$ cat src/rtl/sio_pkg.sv
// Shared constants for the SIO baud-rate controller: register map, bit positions
// and the reset divisor.
package sio_pkg;

  localparam int SIO_DIV_W   = 12;
  localparam int DEFAULT_DIV = 651;

  localparam logic [1:0] SIO_BAUD_DIV_LO = 2'd0;
  localparam logic [1:0] SIO_BAUD_DIV_HI = 2'd1;
  localparam logic [1:0] SIO_BAUD_CTRL   = 2'd2;
  localparam logic [1:0] SIO_BAUD_STAT   = 2'd3;

  localparam int CTRL_EN_BIT    = 0;
  localparam int STAT_PEND_BIT  = 0;
  localparam int STAT_EN_BIT    = 1;
  localparam int STAT_MATCH_BIT = 2;

endpackage

$ cat src/rtl/sio_baud_ctrl_if.sv
// Z80 I/O-side register bus of the baud controller.
interface sio_baud_ctrl_if;

  logic       cs;
  logic       wr;
  logic [1:0] addr;
  logic [7:0] wr_data;
  logic [7:0] rd_data;

  modport master (output cs, wr, addr, wr_data, input rd_data);
  modport slave  (input cs, wr, addr, wr_data, output rd_data);

endinterface

$ cat src/rtl/sio_tick_gen.sv
// Divide counter with 0/1 clamp, 16x sub-counter and sio_clk toggle.
// tc is the combinational terminal-count strobe the register file commits on.
module sio_tick_gen #(
  parameter int DIV_W = 12
) (
  input  logic             clk,
  input  logic             rst,
  input  logic             en,
  input  logic [DIV_W-1:0] div,
  output logic             tc,
  output logic             rx_tick,
  output logic             tx_tick,
  output logic             sio_clk
);

  logic [DIV_W-1:0] count;
  logic [DIV_W-1:0] eff_div;
  logic [DIV_W-1:0] last;
  logic [3:0]       sub;

  // Divisors below 2 would tick every cycle; hold them at 2.
  function automatic logic [DIV_W-1:0] clamp_div(input logic [DIV_W-1:0] d);
    return (d < DIV_W'(2)) ? DIV_W'(2) : d;
  endfunction

  assign eff_div = clamp_div(div);
  assign last    = eff_div - DIV_W'(1);
  assign tc      = en & (count == last);

  always_ff @(posedge clk) begin
    if (rst) begin
      count   <= '0;
      sub     <= '0;
      sio_clk <= 1'b0;
      rx_tick <= 1'b0;
      tx_tick <= 1'b0;
    end else begin
      rx_tick <= 1'b0;
      tx_tick <= 1'b0;
      if (!en) begin
        count   <= '0;
        sub     <= '0;
        sio_clk <= 1'b0;
      end else if (tc) begin
        count   <= '0;
        rx_tick <= 1'b1;
        tx_tick <= (sub == 4'hF);
        sub     <= sub + 4'd1;
        sio_clk <= ~sio_clk;
      end else begin
        count <= count + DIV_W'(1);
      end
    end
  end

endmodule

$ cat src/rtl/sio_baud_ctrl.sv
// Programmable SIO baud-rate controller: CPU-visible divisor shadow, staged commit
// into the active divisor at period boundaries, and the tick generator.
module sio_baud_ctrl #(
  parameter int DIV_W       = sio_pkg::SIO_DIV_W,
  parameter int DEFAULT_DIV = sio_pkg::DEFAULT_DIV
) (
  input  logic           clk,
  input  logic           rst,
  sio_baud_ctrl_if.slave bus,
  output logic           rx_tick,
  output logic           tx_tick,
  output logic           sio_clk
);

  import sio_pkg::*;

  logic [DIV_W-1:0] shadow;
  logic [DIV_W-1:0] active_div;
  logic             en;
  logic             pending;
  logic             tc;
  logic             wr_en;
  logic             commit;

  assign wr_en  = bus.cs & bus.wr;
  // Idle commits immediately; running commits only on the period boundary.
  assign commit = pending & (~en | tc);

  always_ff @(posedge clk) begin
    if (rst) begin
      shadow     <= DIV_W'(DEFAULT_DIV);
      active_div <= DIV_W'(DEFAULT_DIV);
      en         <= 1'b0;
      pending    <= 1'b0;
    end else begin
      if (commit) begin
        active_div <= shadow;
        pending    <= 1'b0;
      end
      // A HI write coinciding with a commit keeps pending for the new value.
      if (wr_en) begin
        case (bus.addr)
          SIO_BAUD_DIV_LO: shadow[7:0] <= bus.wr_data;
          SIO_BAUD_DIV_HI: begin
            shadow  <= DIV_W'({bus.wr_data, shadow[7:0]});
            pending <= 1'b1;
          end
          SIO_BAUD_CTRL:   en <= bus.wr_data[CTRL_EN_BIT];
          default: ;
        endcase
      end
    end
  end

  always_comb begin
    bus.rd_data = '0;
    case (bus.addr)
      SIO_BAUD_DIV_LO: bus.rd_data = shadow[7:0];
      SIO_BAUD_DIV_HI: bus.rd_data = 8'(shadow >> 8);
      SIO_BAUD_CTRL:   bus.rd_data[CTRL_EN_BIT] = en;
      SIO_BAUD_STAT: begin
        bus.rd_data[STAT_PEND_BIT]  = pending;
        bus.rd_data[STAT_EN_BIT]    = en;
        bus.rd_data[STAT_MATCH_BIT] = (active_div == shadow);
      end
      default: ;
    endcase
  end

  sio_tick_gen #(
    .DIV_W (DIV_W)
  ) u_tick_gen (
    .clk     (clk),
    .rst     (rst),
    .en      (en),
    .div     (active_div),
    .tc      (tc),
    .rx_tick (rx_tick),
    .tx_tick (tx_tick),
    .sio_clk (sio_clk)
  );

endmodule

$ cat src/flat_wrapper.sv
// flat-port wrapper written by rule: the top's interface ports become plain ports
module sio_baud_ctrl_flat import sio_pkg::*;
#(
  parameter int DIV_W       = sio_pkg::SIO_DIV_W,
  parameter int DEFAULT_DIV = sio_pkg::DEFAULT_DIV
)
  (clk, rst, rx_tick, tx_tick, sio_clk, bus_cs, bus_wr, bus_addr, bus_wr_data, bus_rd_data);
  sio_baud_ctrl_if bus_i ();
  input  logic clk;
  input  logic rst;
  output logic rx_tick;
  output logic tx_tick;
  output logic sio_clk;
  input wire logic [$bits(bus_i.cs)-1:0] bus_cs;
  input wire logic [$bits(bus_i.wr)-1:0] bus_wr;
  input wire logic [$bits(bus_i.addr)-1:0] bus_addr;
  input wire logic [$bits(bus_i.wr_data)-1:0] bus_wr_data;
  output wire logic [$bits(bus_i.rd_data)-1:0] bus_rd_data;
  assign bus_i.cs = bus_cs;
  assign bus_i.wr = bus_wr;
  assign bus_i.addr = bus_addr;
  assign bus_i.wr_data = bus_wr_data;
  assign bus_rd_data = bus_i.rd_data;
  sio_baud_ctrl #(.DIV_W(DIV_W), .DEFAULT_DIV(DEFAULT_DIV)) u_core (.clk(clk), .rst(rst), .bus(bus_i), .rx_tick(rx_tick), .tx_tick(tx_tick), .sio_clk(sio_clk));
endmodule
$ cat config.mk
export PLATFORM = sky130hd
export DESIGN_NAME = sio_baud_ctrl_flat
export DESIGN_NICKNAME = d
export VERILOG_FILES = /design/src/rtl/sio_pkg.sv /design/src/rtl/sio_baud_ctrl_if.sv /design/src/rtl/sio_tick_gen.sv /design/src/rtl/sio_baud_ctrl.sv /design/src/flat_wrapper.sv
export SDC_FILE = /design/constraint.sdc
export NUM_CORES = 1
export LEC_CHECK = 0
export CORE_ASPECT_RATIO = 0.75
export CORE_MARGIN = 4
export CORE_UTILIZATION = 52
export CTS_BUF_LIST = sky130_fd_sc_hd__clkbuf_4 sky130_fd_sc_hd__clkbuf_8 sky130_fd_sc_hd__clkbuf_16
export CTS_CLUSTER_SIZE = 28
export DETAILED_ROUTE_END_ITERATION = 7
export GPL_TIMING_DRIVEN = 0
export HOLD_SLACK_MARGIN = 0.15
export PLACE_DENSITY_LB_ADDON = 0.15
export SYNTH_ARGS = -nofsm -noshare
export SYNTH_HDL_FRONTEND = slang
export SYNTH_SLANG_ARGS = --single-unit
$ cat constraint.sdc
create_clock -name clk -period 3.3 [get_ports clk]
set_input_delay 0.66 -clock clk [delete_from_list [all_inputs] [get_ports clk]]
set_output_delay 0.66 -clock clk [all_outputs]
set_load 0.01 [all_outputs]
# Word level (Yosys, flattened, before mapping)

Cells that the tools add are included.

Output and inout bits: 11
Logic and storage cells: 42
Input bits: 14
Flip-flop bits (word level): 45

Add/sub/neg operators: 3
Equality and inequality tests: 6
Reductions and logical operators: 7
$lt $le $gt $ge: 1
Muxes and demuxes: 8
Bitwise gates (word level): 7

Operators by type and width:

| kind                                                                   | number |
|---|---|
| 12-bit equality test                                                   | 2 |
| 12-bit by 1-bit adder with 12-bit output (second input constant)       | 1 |
| 12-bit by 2-bit < comparator with 1-bit output (second input constant) | 1 |
| 12-bit two-way mux                                                     | 1 |
| 12-bit by 1-bit subtractor with 12-bit output (second input constant)  | 1 |
| 5-bit one-hot mux with 2 select lines                                  | 1 |
| 2-bit one-hot mux with 3 select lines                                  | 1 |
| 2-bit AND reduction                                                    | 3 |
| 3-bit OR reduction                                                     | 2 |
| 4-bit by 1-bit adder with 4-bit output (second input constant)         | 1 |
| 2-bit equality test (second input constant)                            | 2 |
| 4-bit equality test (second input constant)                            | 1 |
| 1-bit two-way mux                                                      | 4 |
| 1-bit one-hot mux with 4 select lines                                  | 1 |
| 1-bit bitwise AND                                                      | 3 |
| 1-bit inverter                                                         | 3 |
| 2-bit by 1-bit equality test with 1-bit output (second input constant) | 1 |
| 2-bit logical NOT                                                      | 1 |
| 2-bit OR reduction                                                     | 1 |
| 1-bit OR                                                               | 1 |

# Depth between registers and ports, before layout

Gate-level depths: netlist (run 1).

Word-level depth: 10
Mapped depth: 12
Gate-level depth less buffers: 10

# Cells and area by module

From an unflattened synthesis (run 1), not the netlist that was laid out.

Cell total of the unflattened synthesis: 297
Area total of the unflattened synthesis: 2566.2 um^2

By module, submodules not included:

| module        | times used | area an instance (um^2) | seq. area each (um^2) | cells each |
|---|---|---|---|---|
| sio_tick_gen  | 1          | 1308.8                  | 380.4                 | 162 |
| sio_baud_ctrl | 1          | 1257.5                  | 520.5                 | 135 |

# Least setup slack after synthesis (run 1)

OpenSTA, ideal clock, no wires.

Path kind: register to register
Start: reg u_core.active_div[6]
End: reg u_core.u_tick_gen.count[6]
Cell stages (with the launch flop): 13
Data required time: 3.185 ns
Path slack: 0.224 ns
Buffers on the path: 2
Clock period less this slack: 3.076 ns
Library setup time: 0.115 ns
Arrival: 2.961 ns
Cell sequence: dfxtp_1 > buf_2 > nor4_1 > and3_1 > nor2_1 > ha_1 > o21ba_2 > a221o_1 > a32o_1 > a2111o_1 > o31ai_4 > buf_6 > nor2_2

Word-level cells in the longest chain between the ends: 6

RTL lines:

| item                                            | line                | source |
|---|---|---|
| from (decl)                                     | sio_baud_ctrl.sv:18 | `logic [DIV_W-1:0] active_div;` |
| from (signal assigned)                          | sio_baud_ctrl.sv:32 | `active_div <= DIV_W'(DEFAULT_DIV);` |
| from (signal assigned)                          | sio_baud_ctrl.sv:37 | `active_div <= shadow;` |
| 12-bit by 2-bit < comparator with 1-bit output  | sio_tick_gen.sv:23  | `return (d < DIV_W'(2)) ? DIV_W'(2) : d;` |
| 12-bit two-way mux *                            | sio_tick_gen.sv:23  |  |
| 12-bit by 1-bit subtractor with 12-bit output * | sio_tick_gen.sv:27  | `assign last = eff_div - DIV_W'(1);` |
| 12-bit equality test *                          | sio_tick_gen.sv:28  | `assign tc = en & (count == last);` |
| 1-bit bitwise AND *                             | sio_tick_gen.sv:28  |  |
| 3-bit OR reduction (no line) *                  | --                  |  |
| to (signal assigned)                            | sio_tick_gen.sv:51  | `count <= count + DIV_W'(1);` |
| to (decl)                                       | sio_tick_gen.sv:16  | `logic [DIV_W-1:0] count;` |

Mark *: on every way between the ends. The rest lies on a longest branch, timed or not.
A chain may end at the register's enable or synchronous reset.

# Worst setup path in the final report (run 1)

Start: reg u_core.active_div[6]
End: reg u_core.active_div[0]

Word-level cells in the longest chain between the ends: 7

RTL lines:

| item                                            | line                | source |
|---|---|---|
| 12-bit by 2-bit < comparator with 1-bit output  | sio_tick_gen.sv:23  |  |
| 12-bit two-way mux *                            | sio_tick_gen.sv:23  |  |
| 12-bit by 1-bit subtractor with 12-bit output * | sio_tick_gen.sv:27  |  |
| 12-bit equality test *                          | sio_tick_gen.sv:28  |  |
| 1-bit bitwise AND *                             | sio_tick_gen.sv:28  |  |
| 1-bit OR *                                      | sio_baud_ctrl.sv:27 | `assign commit = pending & (~en \| tc);` |
| 1-bit bitwise AND *                             | sio_baud_ctrl.sv:27 |  |

Marked as above.

==> results_dict.tcl, run 1 <==
set metrics [dict create \
    status "completed" \
    syn_inst 321 \
    finalPower_mw 0.980 \
    worstSetupPathType "flip-flop to flip-flop" \
    nNetsFinal 369 \
    vias 2519 \
    critical_path.max_stage_delay_ns 0.41 \
    ant_nets 0 \
    synthTopCellsByCount "dfxtp_1, nand2_1, nor2_1" \
    synth_warnings 0 \
    fin_cells 425 \
    placeableCoreArea_um2 5060 \
    crit_top_cell "buf_6" \
    peakVddDrop_uv 292 \
    area_delta_synth_final_pct 18.3 \
    placed_area_um2 3130 \
    synth-main-ff-cell "dfxtp_1" \
    hold_class "flip-flop to flip-flop" \
    routedWlPerCell_um 16.1 \
    ys_types 56 \
    first_pass_iters 4 \
    cp_top_family "compound AO/OA/AOI/OAI gates" \
    maxCapViolCount 0 \
    initial_core_util_pct 55.6 \
    worstMarginPinSlew_ns 0.628 \
    clock-root-buffer "clkbuf_8" \
    crit_path_top_delay_cell "a2111o_1" \
    critical_path_buf_inv_count 2 \
    first_global_vias 2373 \
    clkTransAtPathRegs_ns 0.09 \
    synth-edff-count 0 \
    grt_use_total_pct 21.7 \
    drt_wl_total_um 6830 \
    first_iter_violations 237 \
    synth_area_um2 2820 \
    cts_num_sinks 45 \
    die_area_um2 6670 \
    place_congestion 0.873 \
    power_leakage_nw 1.16 \
    post-route-period-util_pct 98.2 \
    drc 0 \
    seq_area_frac_synth_pct 32.0 \
    synth_top_area_share_pct 32.0 \
    drive_gt1_share_pct 15.3 \
    cts_buffers 5 \
    syn_nets 338 \
    netlist_top_cells_area "dfxtp_1, xor2_1, xnor2_1, nand2_1, nor2_1" \
    crit_fanout 10 \
    finalMaxSlewViolations 0 \
    relSlewSlack_pct 57.8 \
    pin_count 25 \
    grt_overflow 0 \
    critPathArrivalTime_ns 3.49 \
    finClkSkew_ns 0.0101 \
    setup_viol 0 \
    n_antenna_cell 0 \
    dp_cells 415 \
    fin_util_pct 65.8 \
    hold_buffers 0 \
    antenna_found_initial 0 \
    grt_max_degree 15 \
    start_kind "flip-flop" \
    synthArstFlopShare_pct 0 \
    clock_latency_ns 0.30 \
    powerDensity_nw_per_um2 294 \
    vias_per_cell 5.93 \
    hold_viol_final 0 \
    cts_tree "done" \
    synth_most_common_cell "dfxtp_1" \
    die_y_um 71.7 \
    final_area_um2 3330 \
    crit_path_end_kind "flip-flop" \
    fmax_mhz 309 \
    core.rowCount 22 \
    die_x_um 93.0 \
    post-route-min-period_ns 3.24 \
    syn_area_per_cell_um2 8.77 \
    crit_required_ns 3.55 \
    synth-seq-cells 45 \
    io_buffers 22 \
    clockBufferDepth 2 \
    htree_levels 2 \
    dp_hpwl_um 5120 \
    synth_largest_area_cell "dfxtp_1" \
    crit_path_cell_trace "buf_6 -> nor4_4 -> and3_4 -> nand2b_1 -> ha_4 -> nand3_1 -> a221o_1 -> a32o_2 -> a2111o_1 -> o31ai_4 -> buf_6 -> o221a_1" \
    grt_pass1_wl_um 11700 \
]
[layer usage]
metal	share of wire, %	track usage [%]	vias up
li1	-	-	1239
met1	52	33.3	1208
met2	41	30.1	61
met3	6.0	5.77	11
met4	0.94	4.72	0
met5	0	0	-
[stage by stage]
| stage | worst slack [ns] | hold WS, ns | setup TNS (ns) |
|---|---|---|---|
| finish | 0.0597 | 0.477 | 0 |
| global route | -0.0402 | 0.514 | -0.329 |
| CTS | 0.000387 | 0.485 | 0 |
| detailed placement | -0.335 | 0.473 | -6.64 |
| global placement | -0.232 | 0.460 | -3.70 |
| floorplan | 0.224 | 0.443 | 0 |
[timing repair]
item                                    in CTS  in global routing
buffers inserted                             1                  2
endpoints found under the setup margin      26                 24
gates cloned                                 0                  0
pin swaps                                    3                  7
resized for setup                            7                 12
[layout make-up]
type / instances / area [um^2]
repair buffers: 25 / 246
flip-flops and latches: 45 / 901
clock inverters: 2 / 15.0
fillers: 452 / 1730
plain buffers: 19 / 115
well taps: 72 / 90.1
clock buffers: 6 / 76.3
multi-input cells: 255 / 1880
inverters: 1 / 3.75
[state kept, by name (all words and copies together) (netlist names)]
name and count:
u_core.u_tick_gen.tx_tick 1, u_core.u_tick_gen.rx_tick 1, u_core.pending 1, u_core.shadow 12, u_core.u_tick_gen.sio_clk 1, u_core.active_div 12, u_core.en 1, u_core.u_tick_gen.sub 4
u_core.u_tick_gen.count 12
[layout by cell type, fill, tap and decap left out, types with 6 or more instances in the layout]
cell type	count
a21oi_1	15
clkbuf_1	8
xor2_1	23
xnor2_1	12
nor2_1	25
nand2b_1	11
nand2_1	25
nor2b_1	12
nand4_1	11
dfxtp_1	45
nand3_1	11
clkdlybuf4s50_1	22
nor2_2	10
and2_1	6
o22ai_1	7
a221o_1	8
mux2i_1	9
[cell families after synthesis]
group / Yosys count / share of synthesized area (%)
muxes: 11 / 4.40
xor gates and xnor gates: 35 / 10.9
DFF: 45 / 32.0
buffers and inverters: 21 / 4.04
adders and majority gates: 3 / 1.33
AOI/OAI and AO/OA: 61 / 18.6
and+or+nand+nor: 145 / 28.7
[worst paths after layout]
check                           start                        to  slack [ns]  cells past startpoint
max reg2reg      u_core.active_div[6]      u_core.active_div[0]        0.06                     12
min reg2reg  u_core.u_tick_gen.sub[3]  u_core.u_tick_gen.sub[3]        0.48                      2
min          u_core.u_tick_gen.sub[3]  u_core.u_tick_gen.sub[3]        0.48                      2
max              u_core.active_div[6]      u_core.active_div[0]        0.06                     12
[where the power goes]
group	internal [mW]	total, mW	switching [mW]
clock network	0.158	0.351	0.193
registers	0.547	0.555	0.00785
logic	0.0398	0.0748	0.0350
[worst min-delay path, stage by stage, from the launching register on]
cell	delay, ns
dfxtp_1	0.33
nand2_1	0.05
mux2i_1	0.05
Note: power is estimated with default switching activity, not from simulation.
==> run 2, diff against run 1 <==
CAP_MARGIN = 20   (was default)
==> results of run 2 <==
No change in the layout: final DEF, timing and power equal those of run 1.
==> run 3, diff against run 2 <==
SETUP_SLACK_MARGIN = 0.05   (was default)
==> run 3 against run 2 <==
Utilization is 0.69 points higher. Critical path depth stayed put. Flip-flop and latch count did not move.
==> results_dict.tcl, run 3 (synthesis results as in run 1) <==
set metrics [dict create \
    status "completed" \
    critPathArrivalTime_ns 3.45 \
    drc 0 \
    crit_path_end_kind "flip-flop" \
    final_area_um2 3370 \
    place_congestion 0.873 \
    rsz0062_at_grt "no" \
    vias_per_cell 5.93 \
    grt_overflow 0 \
    crit_required_ns 3.55 \
    io_buffers 22 \
    antenna_found_initial 0 \
    first_iter_violations 216 \
    cts_buffers 5 \
    setup_viol 0 \
    drive_gt1_share_pct 16.6 \
    placeableCoreArea_um2 5060 \
    clkTransAtPathRegs_ns 0.09 \
    power_leakage_nw 1.17 \
    mostFrequentLayoutCell "dfxtp_1" \
    hold_buffers 0 \
    grt_max_degree 15 \
    nNetsFinal 372 \
    finClkSkew_ns 0.00956 \
    cts_tree "done" \
    start_kind "flip-flop" \
    placed_area_um2 3130 \
    hold_class "flip-flop to flip-flop" \
    post-route-period-util_pct 97.0 \
    first_pass_iters 4 \
    initial_core_util_pct 55.6 \
    routedWlPerCell_um 16.2 \
    cts_num_sinks 45 \
    reg_top3 "u_core.active_div: 12 flops, u_core.shadow: 12 flops, u_core.u_tick_gen.count: 12 flops" \
    die_x_um 93.0 \
    clock_latency_ns 0.30 \
    fin_util_pct 66.5 \
    ant_nets 0 \
    fill_cells 446 \
    grt_use_total_pct 21.9 \
    worstMarginPinSlew_ns 0.638 \
    maxCapViolCount 0 \
    hold_viol_final 0 \
    clockBufferDepth 2 \
    grt_pass1_wl_um 11800 \
    die_y_um 71.7 \
    dp_hpwl_um 5120 \
    peakVddDrop_uv 292 \
    die_area_um2 6670 \
    final_cell_mix "dfxtp_1, nor2_1, nand2_1" \
    core.rowCount 22 \
    fmax_mhz 312 \
    worstSetupPathType "flip-flop to flip-flop" \
    drt_wl_total_um 6920 \
    n_antenna_cell 0 \
    htree_levels 2 \
    powerDensity_nw_per_um2 292 \
    finalMaxSlewViolations 0 \
    post-route-min-period_ns 3.20 \
    relSlewSlack_pct 57.1 \
    pin_count 25 \
    first_global_vias 2416 \
    area_delta_synth_final_pct 19.6 \
    vias 2538 \
    crit_fanout 10 \
    clock-root-buffer "clkbuf_8" \
]
-- run 3: worst paths after layout --
kind | cells after the start | from | endpoint | slack (ns)
max | 12 | u_core.active_div[6] | u_core.active_div[0] | 0.1
min | 2 | u_core.u_tick_gen.sub[3] | u_core.u_tick_gen.sub[3] | 0.48
max reg2reg | 12 | u_core.active_div[6] | u_core.active_div[0] | 0.1
min reg2reg | 2 | u_core.u_tick_gen.sub[3] | u_core.u_tick_gen.sub[3] | 0.48
-- run 3: final cells by class --
| cell class | count | area (um^2) | share of cell area, % |
|---|---|---|---|
| plain buffers | 19 | 119 | 3.53 |
| clock buffers | 6 | 76.3 | 2.27 |
| clock inverters | 2 | 15.0 | 0.446 |
| inverters | 1 | 3.75 | 0.112 |
| multi-input cells | 255 | 1890 | 56.2 |
| flip-flops and latches | 45 | 902 | 26.8 |
| well taps | 72 | 90.1 | 2.68 |
| repair buffers | 28 | 269 | 7.99 |
-- run 3: through the flow --
step	setup WS (ns)	setup TNS, ns	hold slack, ns	instances	total power [mW]
final	0.0980	0	0.477	428	0.982
after CTS	0.0943	0	0.485	424	0.989
after detailed placement	-0.335	-6.64	0.473	415	0.641
after global placement	-0.232	-3.70	0.460	415	0.640
after floorplan	0.224	0	0.443	321	0.605
after global routing	0.00875	0	0.514	428	1.01
-- run 3: worst max-delay path, cell delays in order (launching register included) --
cell,delay (ns)
dfxtp_1,0.32
buf_6,0.15
nor4_4,0.31
and3_4,0.25
nor2_1,0.06
ha_4,0.18
o21ba_2,0.19
a221o_1,0.33
a32o_2,0.26
a2111o_1,0.41
o31ai_4,0.31
buf_6,0.18
o221a_1,0.17
-- run 3: per-layer routing --
| metal | vias up | routed length [um] | track usage, % |
|---|---|---|---|
| met3 | 7 | 467 | 5.77 |
| met4 | 0 | 59 | 5.04 |
| met2 | 65 | 2890 | 30.7 |
| met5 | - | 0 | 0 |
| met1 | 1223 | 3510 | 33.2 |
| li1 | 1243 | - | - |
-- run 3: repair_timing --
| item | in CTS | in global routing |
|---|---|---|
| pin swaps | 3 | 7 |
| hold endpoints to repair | 0 | 0 |
| setup endpoints to repair | 28 | 23 |
| buffers inserted | 2 | 4 |
| gates resized for setup | 11 | 11 |
-- run 3: where the power goes --
group,leakage [nW],switching [mW],total (mW),internal [mW]
Clock,0.0408,0.194,0.351,0.158
Combinational,0.769,0.0351,0.0751,0.0400
Sequential,0.364,0.00784,0.555,0.547
